## src/rtl/rom_arbiter_pkg.sv

```systemverilog
// Shared definitions for the ROM arbiter: FSM state encoding, read owner
// encoding and the default bus widths.
package rom_arbiter_pkg;

  localparam int ADDR_W_DEF = 15;
  localparam int DATA_W_DEF = 8;

  typedef enum logic [1:0] {
    ST_IDLE    = 2'd0,
    ST_ISSUE   = 2'd1,
    ST_CAPTURE = 2'd2,
    ST_DONE    = 2'd3
  } state_t;

  typedef enum logic {
    OWN_CPU = 1'b0,
    OWN_DBG = 1'b1
  } owner_t;

endpackage

```

## src/rtl/rom_arb_wait_cnt.sv

```systemverilog
// Starvation counter for the debug port.
// Counts CPU grants issued while a debug request is waiting, saturating at
// MAX_WAIT; any debug grant clears it. at_max tells the arbiter that the
// debug port must win the next contested arbitration.
//   clk, rst     : clock, synchronous active-high reset
//   cpu_grant    : CPU read granted this cycle
//   dbg_grant    : debug read granted this cycle
//   dbg_pending  : dbg_req level at the grant edge
//   wait_cnt     : current count
//   at_max       : wait_cnt == MAX_WAIT
module rom_arb_wait_cnt #(
  parameter int MAX_WAIT = 4,
  parameter int CNT_W    = (MAX_WAIT < 1) ? 1 : $clog2(MAX_WAIT + 1)
) (
  input  logic             clk,
  input  logic             rst,
  input  logic             cpu_grant,
  input  logic             dbg_grant,
  input  logic             dbg_pending,
  output logic [CNT_W-1:0] wait_cnt,
  output logic             at_max
);

  localparam logic [CNT_W-1:0] CNT_MAX = CNT_W'(MAX_WAIT);

  logic [CNT_W-1:0] cnt_q, cnt_d;

  always_comb begin
    cnt_d = cnt_q;
    if (dbg_grant) begin
      cnt_d = '0;
    end else if (cpu_grant && dbg_pending && (cnt_q != CNT_MAX)) begin
      cnt_d = cnt_q + CNT_W'(1);
    end
  end

  always_ff @(posedge clk) begin
    if (rst) cnt_q <= '0;
    else     cnt_q <= cnt_d;
  end

  assign wait_cnt = cnt_q;
  assign at_max   = (cnt_q == CNT_MAX);

endmodule

```

## src/rtl/rom_arbiter.sv

```systemverilog
// Two-port read arbiter in front of a single synchronous ROM.
// One read is in flight at a time; each read takes 4 clocks. The CPU has
// priority unless the debug port has been passed over MAX_WAIT times.
//   clk, rst               : clock, synchronous active-high reset
//   cpu_req/addr/data/valid: CPU read port (valid is a one-cycle pulse)
//   dbg_req/addr/data/ack  : debug read port (ack is a one-cycle pulse)
//   rom_addr, rom_oen      : registered ROM address and active-low enable
//   rom_data               : ROM data, valid one clock after oen=0 sampled
//   busy                   : FSM not in IDLE
//
// state      | meaning
// IDLE       | sample requests, latch winner address, drive rom_oen=0
// ISSUE      | ROM samples oen=0 on exit edge; release rom_oen
// CAPTURE    | register rom_data into owner's port, raise valid/ack
// DONE       | valid/ack high for this cycle only; back to IDLE
module rom_arbiter
  import rom_arbiter_pkg::*;
#(
  parameter int ADDR_W   = ADDR_W_DEF,
  parameter int DATA_W   = DATA_W_DEF,
  parameter int MAX_WAIT = 4
) (
  input  logic              clk,
  input  logic              rst,
  input  logic              cpu_req,
  input  logic [ADDR_W-1:0] cpu_addr,
  output logic [DATA_W-1:0] cpu_data,
  output logic              cpu_valid,
  input  logic              dbg_req,
  input  logic [ADDR_W-1:0] dbg_addr,
  output logic [DATA_W-1:0] dbg_data,
  output logic              dbg_ack,
  output logic [ADDR_W-1:0] rom_addr,
  output logic              rom_oen,
  input  logic [DATA_W-1:0] rom_data,
  output logic              busy
);

  localparam int CNT_W = (MAX_WAIT < 1) ? 1 : $clog2(MAX_WAIT + 1);

  state_t            state_q, state_d;
  owner_t            owner_q, owner_d;
  logic [ADDR_W-1:0] rom_addr_q, rom_addr_d;
  logic              rom_oen_q, rom_oen_d;
  logic [DATA_W-1:0] cpu_data_q, cpu_data_d;
  logic [DATA_W-1:0] dbg_data_q, dbg_data_d;
  logic              cpu_valid_q, cpu_valid_d;
  logic              dbg_ack_q, dbg_ack_d;
  logic              cpu_grant, dbg_grant;
  logic [CNT_W-1:0]  wait_cnt;
  logic              wait_max;

  always_comb begin
    state_d     = state_q;
    owner_d     = owner_q;
    rom_addr_d  = rom_addr_q;
    rom_oen_d   = 1'b1;
    cpu_data_d  = cpu_data_q;
    dbg_data_d  = dbg_data_q;
    cpu_valid_d = 1'b0;
    dbg_ack_d   = 1'b0;
    cpu_grant   = 1'b0;
    dbg_grant   = 1'b0;
    unique case (state_q)
      ST_IDLE: begin
        // Debug wins when alone, or when it has been starved long enough.
        if (dbg_req && (!cpu_req || wait_max)) begin
          dbg_grant  = 1'b1;
          owner_d    = OWN_DBG;
          rom_addr_d = dbg_addr;
          rom_oen_d  = 1'b0;
          state_d    = ST_ISSUE;
        end else if (cpu_req) begin
          cpu_grant  = 1'b1;
          owner_d    = OWN_CPU;
          rom_addr_d = cpu_addr;
          rom_oen_d  = 1'b0;
          state_d    = ST_ISSUE;
        end
      end
      ST_ISSUE: state_d = ST_CAPTURE;
      ST_CAPTURE: begin
        if (owner_q == OWN_CPU) begin
          cpu_data_d  = rom_data;
          cpu_valid_d = 1'b1;
        end else begin
          dbg_data_d = rom_data;
          dbg_ack_d  = 1'b1;
        end
        state_d = ST_DONE;
      end
      ST_DONE: state_d = ST_IDLE;
      default: state_d = ST_IDLE;
    endcase
  end

  always_ff @(posedge clk) begin
    if (rst) begin
      state_q     <= ST_IDLE;
      owner_q     <= OWN_CPU;
      rom_addr_q  <= '0;
      rom_oen_q   <= 1'b1;
      cpu_data_q  <= '0;
      dbg_data_q  <= '0;
      cpu_valid_q <= 1'b0;
      dbg_ack_q   <= 1'b0;
    end else begin
      state_q     <= state_d;
      owner_q     <= owner_d;
      rom_addr_q  <= rom_addr_d;
      rom_oen_q   <= rom_oen_d;
      cpu_data_q  <= cpu_data_d;
      dbg_data_q  <= dbg_data_d;
      cpu_valid_q <= cpu_valid_d;
      dbg_ack_q   <= dbg_ack_d;
    end
  end

  rom_arb_wait_cnt #(
    .MAX_WAIT (MAX_WAIT),
    .CNT_W    (CNT_W)
  ) u_wait_cnt (
    .clk         (clk),
    .rst         (rst),
    .cpu_grant   (cpu_grant),
    .dbg_grant   (dbg_grant),
    .dbg_pending (dbg_req),
    .wait_cnt    (wait_cnt),
    .at_max      (wait_max)
  );

  assign cpu_data  = cpu_data_q;
  assign cpu_valid = cpu_valid_q;
  assign dbg_data  = dbg_data_q;
  assign dbg_ack   = dbg_ack_q;
  assign rom_addr  = rom_addr_q;
  assign rom_oen   = rom_oen_q;
  assign busy      = (state_q != ST_IDLE);

endmodule

```

## config.mk

```make
export PLATFORM = sky130hd
export DESIGN_NAME = rom_arbiter
export DESIGN_NICKNAME = d
export VERILOG_FILES = /design/src/rtl/rom_arbiter_pkg.sv /design/src/rtl/rom_arb_wait_cnt.sv /design/src/rtl/rom_arbiter.sv
export SDC_FILE = /design/constraint.sdc
export NUM_CORES = 1
export LEC_CHECK = 0
export CAP_MARGIN = 20
export CORE_MARGIN = 3
export CORE_UTILIZATION = 46
export CTS_BUF_LIST = sky130_fd_sc_hd__clkbuf_8
export DETAILED_ROUTE_END_ITERATION = 7
export PLACE_DENSITY = 0.86
export SYNTH_ARGS = -nofsm -noshare
export SYNTH_HDL_FRONTEND = slang
export SYNTH_SLANG_ARGS = --single-unit
```

## constraint.sdc

```tcl
create_clock -name clk -period 2.5 [get_ports clk]
set_input_delay 0.5 -clock clk [delete_from_list [all_inputs] [get_ports clk]]
set_output_delay 0.5 -clock clk [all_outputs]
set_load 0.05 [all_outputs]
```

# Yosys cells after proc, flatten, opt, wreduce, memory -nomap -nowiden
# Cells that the tools add are included.
[totals]
ff_bits = 40
latch_bits = 0
ramBits = 0
rom_bits = 0
input_bits = 42
wordCells = 49
memories = 0
[classes]
addsub = 1
mul = 0
div = 0
order_cmp = 0
n_eq_ne = 6
n_shift = 0
n_mux = 16
bitwise_logic = 3
n_reduce_logical = 14
[ops]
columns = ["operator", "n"]
rows = [
  ["two-way mux 15 bit", 2],
  ["two-way mux 1 bit", 11],
  ["one-hot mux 2 bit (4 select lines)", 1],
  ["inequality test 3 bit (second input constant)", 2],
  ["AND reduction 2 bit", 3],
  ["OR reduction 2 bit", 3],
  ["equality test 2 bit (second input constant)", 2],
  ["two-way mux 2 bit", 2],
  ["nonzero test 2 bit", 2],
  ["adder 3 x 1 -> 3 bit (second input constant)", 1],
  ["equality test 3 bit (second input constant)", 1],
  ["logical AND 1 bit", 3],
  ["NOT 1 bit", 3],
  ["equality test 2 x 1 -> 1 bit (second input constant)", 1],
  ["logical NOT 2 bit", 1],
  ["logical NOT 1 bit", 1],
  ["logical OR 1 bit", 1],
]

# Depth between registers and ports, before layout
# Gate-level depths: netlist (run 1).
[logic_depth]
word_depth = 7
ltp_mapped = 7

# Cells and area by module
# From an unflattened synthesis (run 1), not the netlist that was laid out.
[unflattened]
hier_cells = 208
hier_area_um2 = 1771.7
[by_module_without_submodules]
columns = ["mod", "n_inst", "cells_per_inst", "area_each_um2", "seq_area_each_um2"]
rows = [
  ["rom_arbiter", 1, 189, 1600.3, 740.7],
  ["rom_arb_wait_cnt", 1, 19, 171.4, 60.1],
]

# Worst setup path before layout (run 1)
# OpenSTA, ideal clock, no wires.
[synth_timing]
kind = "reg2reg"
start = "register u_wait_cnt.cnt_q[0], in the netlist u_wait_cnt.wait_cnt[0]"
end = "register u_wait_cnt.cnt_q[2], in the netlist u_wait_cnt.wait_cnt[2]"
setup_time_ns = 0.086
arrival_time_ns = 1.440
t_required_ns = 2.414
slack_ns = 0.975
path_stages_with_launch = 6
period_less_slack_ns = 1.525
path_cell_list = "dfxtp_1 -> inv_1 -> ha_1 -> a21bo_1 -> or4_1 -> a211oi_1"
[synth_between]
elab_chain_cells = 7
word_cells_on_any_way = 12
[synth_lines]
columns = ["item", "line", "rtl"]
rows = [
  ["from (decl)", "rom_arb_wait_cnt.sv:26", "logic [CNT_W-1:0] cnt_q, cnt_d;"],
  ["from (signal assigned)", "rom_arb_wait_cnt.sv:39", "else cnt_q <= cnt_d;"],
  ["equality test 3 bit", "rom_arb_wait_cnt.sv:43", "assign at_max = (cnt_q == CNT_MAX);"],
  ["logical OR 1 bit", "rom_arbiter.sv:67", "if (dbg_req && (!cpu_req || wait_max)) begin"],
  ["logical AND 1 bit", "rom_arbiter.sv:67", ""],
  ["two-way mux 1 bit", "rom_arbiter.sv:67", ""],
  ["two-way mux 1 bit", "rom_arbiter.sv:64", "unique case (state_q)"],
  ["logical AND 1 bit (2 in series)", "rom_arb_wait_cnt.sv:32", "end else if (cpu_grant && dbg_pending && (cnt_q != CNT_MAX)) begin"],
]
# Parallel ways exist; a longest one is shown, timed or not.
# A chain may end at the register's enable or synchronous reset.

# Worst setup path after layout (run 1)
[layout_timing]
start = "register state_q[1]"
end = "output port busy"
[layout_between]
elab_chain_cells = 1
[layout_lines]
columns = ["item", "line", "rtl"]
rows = [
  ["from (decl)", "rom_arbiter.sv:41", "state_t state_q, state_d;"],
  ["from (signal assigned)", "rom_arbiter.sv:108", "state_q <= state_d;"],
  ["nonzero test 2 bit", "rom_arbiter.sv:138", "assign busy = (state_q != ST_IDLE);"],
  ["to (decl)", "rom_arbiter.sv:36", "output logic busy"],
]
# Every way passes these cells.

==> results.yml, run 1 <==
timing:
  period_needed_ps: 2410
  relSlewSlack: 0.626
  clock_skew_ps: 6.72
  tightestPinTransition_ps: 560
  hold_viol_final: 0
  setup_viol_count_final: 0
  grt_setup_unrepaired: "false"
  slew_viol_final: 0
  fin_setup_tns_ps: 0
  final.period_utilization: 0.964
  clock.fmax_mhz: 415
placed_design:
  dp_cells: 316
  dp_hpwl_um: 3220
  gp_congestion: 0.850
  placed_area_um2: 2470
  port_buffers: 76
critical_path:
  worstPathRequired_ps: 2000
  cp-end-kind: "primary output"
  reg2regPathDepth: 5
  arrival_ps: 1910
  reg2reg_to: "cpu_data[7]$_SDFFE_PP0P_"
  crit_fanout: 7
  startpoint_type: "flop"
  crit_type: "flop to primary output"
  reg2reg_from: "state_q[0]$_SDFFE_PP0P_"
  r2r_slack_ps: 800
pwr:
  internal_power_uw: 1420
  pwr-share-comb: 0.504
  p_per_area_nw_per_um2: 1010
  vdd.ir_drop.worst_uv: 581
  p_leak_uw: 0.000907
  swShare: 0.448
  p_sw_uw: 1160
  power.total_uw: 2580
  clockPowerShare: 0.160
  seqPwrFrac: 0.336
die:
  std_cell_rows: 21
  core-area_um2: 3440
  die_h_um: 66.6
  ios: 77
  die_x_um: 66.6
  start_util: 0.490
  die_area_um2: 4430
global_routing:
  grt.total_usage: 0.220
  grt_pass1_vias: 1634
  grt_first_pass_wirelength_um: 7350
  grt-ovfl-total: 0
  grt_max_degree: 41
  antenna_found_initial: 0
final_layout:
  fillCellCount: 271
  diodes: 0
  final_layout_size_suffix_gt1_frac: 0.0505
  area_growth_pct: 51.3
  finish.instance_area_um2: 2550
  stdcell_count: 323
  post-route-util: 0.742
  nets: 324
detailed_routing:
  routed_wl_um: 4590
  wl_per_cell_um: 14.2
  firstDrtPassIters: 5
  drt_iter0_drc: 184
  antenna_left: 0
  viasPerCell: 5.46
  drc: 0
  dr_total_vias: 1763
worst_hold_path:
  holdPathStages: 2
  hold_class: "flop to flop"
  hold_start: "cpu_data[2]$_SDFFE_PP0P_"
  hold_end: "cpu_data[2]$_SDFFE_PP0P_"
clock_network:
  postCtsSetupRepairBufs: 0
  htree_levels: 2
  ctsResizeCount: 0
  cts_buffer_depth: 2
  clockRootBuffer: "clkbuf_8"
  cts_tree: "done"
  cts_buffers: 5
  cts_hold_buf: 0
  clk_latency_ps: 300
  clk_pin_slew_ps: 70
  numClockSinks: 40
synth:
  synth_top_family_by_area: "compound AO/OA/AOI/OAI gates"
  synth_compound_gate_area_share: 0.219
  synth_cell_types: 26
  ys_ff_latch: 40
  yosys_warnings: 0
  yosys.area_share.simple: 0.206
  synthAdderAreaFrac: 0.0371
  synth_xor_area_frac: 0
  netlist_instances: 206
  yosysSeqAreaShare: 0.474
  syn-cell-area_um2: 1690
  synth_mux_area_frac: 0.00593
  syn_area_per_cell_um2: 8.19
  synth_nets: 253
status:
  status: "complete, no violations"
flow_run:
  cap_violations: 0
-- final cells by class --
type / count / area [um2] / share of cell area
flip-flops and latches: 40 / 801 / 0.314
repair buffers: 81 / 798 / 0.313
multi-input cells: 142 / 790 / 0.309
clock buffers: 5 / 68.8 / 0.0269
well taps: 46 / 57.6 / 0.0225
inverters: 7 / 26.3 / 0.0103
clock inverters: 2 / 12.5 / 0.00490
-- worst max path at each step --
stage                                        startpoint                                  end  slack [ps]  cells past startpoint
global route                    state_q[1]$_SDFFE_PP0P_                                 busy           6                      4
global placement                                dbg_req  u_wait_cnt.wait_cnt[2]$_SDFFE_PP0P_         380                      4
finish                          state_q[1]$_SDFFE_PP0P_                                 busy          90                      4
floorplan           u_wait_cnt.wait_cnt[0]$_SDFFE_PP0P_  u_wait_cnt.wait_cnt[2]$_SDFFE_PP0P_         970                      5
CTS                             state_q[1]$_SDFFE_PP0P_                                 busy          80                      4
detailed placement                              dbg_req  u_wait_cnt.wait_cnt[2]$_SDFFE_PP0P_         320                      4
-- cell usage after synthesis (all sizes together) --
library cell / instances / area, um2
or3b: 1 / 8.76
a21oi: 17 / 85.1
o21ai: 17 / 85.1
a311oi: 15 / 131
clkbuf: 10 / 37.5
mux2i: 1 / 10.0
nand2b: 2 / 12.5
ha: 5 / 62.6
inv: 7 / 26.3
buf: 7 / 33.8
or3: 1 / 6.26
o21a: 1 / 7.51
nand3: 23 / 115
nor3: 1 / 5.00
nor2b: 1 / 6.26
a21bo: 1 / 10.0
or4: 1 / 7.51
a21boi: 1 / 11.3
nand4: 1 / 6.26
o31ai: 1 / 7.51
dfxtp: 40 / 801
nor2: 21 / 78.8
nand2: 27 / 101
a32oi: 1 / 8.76
a211oi: 3 / 22.5
-- state kept, by name (all words and copies together) (netlist names) --
| name | count |
|---|---|
| dbg_ack | 1 |
| rom_oen | 1 |
| dbg_data | 8 |
| owner_q | 1 |
| rom_addr | 15 |
| cpu_valid | 1 |
| u_wait_cnt.wait_cnt | 3 |
| state_q | 2 |
| cpu_data | 8 |
-- through the flow --
| step | setup WS (ps) | hold WS [ps] |
|---|---|---|
| global route | 5.59 | 476 |
| detailed placement | 318 | 447 |
| CTS | 84.7 | 457 |
| global placement | 384 | 441 |
| finish | 89.6 | 454 |
| floorplan | 975 | 462 |
-- placed cells by master, fill, tap and decap left out --
master and n:
a21oi_1 17, nand4_1 1, nor2b_1 1, a21boi_2 1
inv_1 7, a311oi_1 15, clkinvlp_4 1, nand2b_1 2
clkdlybuf4s50_1 76, clkinv_2 1, or3b_2 1, o21ai_0 17
a32oi_1 1, a21bo_1 1, dfxtp_1 40, clkbuf_8 5
buf_4 5, mux2i_1 1, o21a_1 1, nand3_1 23
nor3_1 1, or3_1 1, nand2_1 27, a211oi_1 3
o31ai_1 1, ha_1 5, nor2_1 21, or4_1 1
-- power by group through the flow --
stage	logic (uW)	clock network [uW]	registers, uW
detailed placement	1300	0	882
global route	1390	438	885
global placement	1280	0	876
floorplan	460	0	1300
finish	1300	413	866
CTS	1300	414	867
-- cells by family (layout without fill, tap and decap cells) --
kind of cell | Yosys count | count (layout)
and+or+nand+nor | 79 | 79
AOI/OAI and AO/OA | 57 | 57
DFF | 40 | 40
buffers and inverters | 24 | 95
adders and majority gates | 5 | 5
muxes | 1 | 1
-- layer usage --
metal / GRT usage / share of wire / vias to the layer above
li1: - / - / 865
met1: 0.261 / 0.41 / 808
met2: 0.366 / 0.48 / 76
met3: 0.0556 / 0.078 / 14
met4: 0.107 / 0.026 / 0
met5: 0 / 0 / -
-- worst max-delay path, cell delays in order (launching register included) --
cell and delay [ps]:
dfxtp_1 360, inv_1 70, ha_1 250, inv_1 120, clkdlybuf4s50_1 820
Note: power is estimated with default switching activity, not from simulation.
==> run 2: changes to the inputs <==
GPL_TIMING_DRIVEN = 0   (was default)
==> run 2 against run 1 <==
- non-clock buffer count grew 11
- critical path depth is the same
- combinational power grew 3%
- worst hold slack gained 1.4 ps
- global-route usage grew 0.59 points
- utilization grew 0.58 points
- largest cell class is now buffers
- clock skew grew 5.0 ps
==> results.yml, run 2 (synthesis gave the netlist of run 1 again) <==
clock_network:
  clk_pin_slew_ps: 70
  numClockSinks: 40
  cts_buffer_depth: 2
  clk_latency_ps: 290
  cts_tree: "done"
  clockRootBuffer: "clkbuf_8"
  postCtsSetupRepairBufs: 0
  cts_hold_buf: 0
  cts_buffers: 5
  htree_levels: 2
  ctsResizeCount: 0
placed_design:
  gp_congestion: 0.743
  port_buffers: 75
  dp_cells: 327
  dp_hpwl_um: 3640
critical_path:
  reg2regPathDepth: 6
  reg2reg_to: "rom_addr[6]$_SDFFE_PP0P_"
  crit_type: "flop to primary output"
  crit_fanout: 7
  reg2reg_from: "state_q[0]$_SDFFE_PP0P_"
  cp-end-kind: "primary output"
  worstPathRequired_ps: 2000
  startpoint_type: "flop"
  arrival_ps: 1870
  r2r_slack_ps: 770
die:
  die_area_um2: 4430
  start_util: 0.490
  die_x_um: 66.6
  die_h_um: 66.6
  ios: 77
  core-area_um2: 3440
  std_cell_rows: 21
timing:
  fin_setup_tns_ps: 0
  tightestPinTransition_ps: 528
  final.period_utilization: 0.949
  setup_viol_count_final: 0
  clock.fmax_mhz: 421
  hold_ws_ps: 456
  grt_setup_unrepaired: "false"
  hold_viol_final: 0
  slew_viol_final: 0
  period_needed_ps: 2370
  relSlewSlack: 0.647
  clock_skew_ps: 11.7
global_routing:
  antenna_found_initial: 0
  grt_first_pass_wirelength_um: 7590
  grt-ovfl-total: 0
  grt_pass1_vias: 1651
  grt.total_usage: 0.226
  grt_max_degree: 12
worst_hold_path:
  holdPathStages: 2
  hold_end: "cpu_data[1]$_SDFFE_PP0P_"
  hold_start: "cpu_data[1]$_SDFFE_PP0P_"
  hold_class: "flop to flop"
final_layout:
  fillCellCount: 268
  diodes: 0
  largest_reg_flops: 15
  area_growth_pct: 52.5
  final_cell_mix: "clkdlybuf4s50_1, dfxtp_1, nand2_1"
  final_layout_size_suffix_gt1_frac: 0.0486
  stdcell_count: 334
  regArea_um2: 801
  layout_commonest_cell: "clkdlybuf4s50_1"
  nets: 335
  post-route-util: 0.748
  multi_input_area_um2: 790
detailed_routing:
  dr_total_vias: 1819
  routed_wl_um: 4860
  wl_per_cell_um: 14.5
  firstDrtPassIters: 5
  drt_iter0_drc: 101
  antenna_left: 0
  viasPerCell: 5.45
  drc: 0
pwr:
  p_per_area_nw_per_um2: 1010
  vdd.ir_drop.worst_uv: 602
  p_leak_uw: 0.000921
status:
  status: "complete, no violations"
flow_run:
  cap_violations: 0
[run 2: worst max path at each step]
stage                                                    from                                  end  slack [ps]
final                                 state_q[0]$_SDFFE_PP0P_                                 busy         130
after detailed placement                              cpu_req             rom_addr[2]$_SDFFE_PP0P_         340
after floorplan           u_wait_cnt.wait_cnt[0]$_SDFFE_PP0P_  u_wait_cnt.wait_cnt[2]$_SDFFE_PP0P_         970
after CTS                             state_q[0]$_SDFFE_PP0P_                                 busy         120
after global routing                  state_q[1]$_SDFFE_PP0P_                                 busy          40
after global placement                                cpu_req             rom_addr[7]$_SDFFE_PP0P_         370
[run 2: metal layers]
metal	GRT usage	up-vias	part of all wire
met2	0.381	73	0.50
met5	0	-	0
met4	0.0584	0	0.0062
met1	0.283	859	0.41
met3	0.0590	4	0.082
li1	-	883	-
[run 2: metrics by stage]
stage                     power (uW)  instance area [um2]  setup slack, ps
final                           2590                 2570              126
after global routing            2730                 2570             41.1
after CTS                       2600                 2570              117
after detailed placement        2210                 2500              341
after global placement          2190                 2500              372
after floorplan                 1760                 1690              975
[run 2: cell type report]
| type | instances | share of cell area |
|---|---|---|
| flip-flops and latches | 40 | 0.311 |
| clock inverters | 2 | 0.00340 |
| well taps | 46 | 0.0224 |
| plain buffers | 17 | 0.0277 |
| multi-input cells | 142 | 0.307 |
| repair buffers | 75 | 0.292 |
| clock buffers | 5 | 0.0267 |
| inverters | 7 | 0.0102 |
[run 2: power breakdown]
part | internal (uW) | total [uW] | switching [uW]
Combinational | 458 | 1340 | 878
Sequential | 786 | 863 | 77.2
Clock | 186 | 389 | 204
[run 2: worst max-delay path, stage by stage, from the launching register on]
cell,delay (ps)
dfxtp_1,340
inv_1,80
ha_1,270
inv_1,100
clkdlybuf4s50_1,800
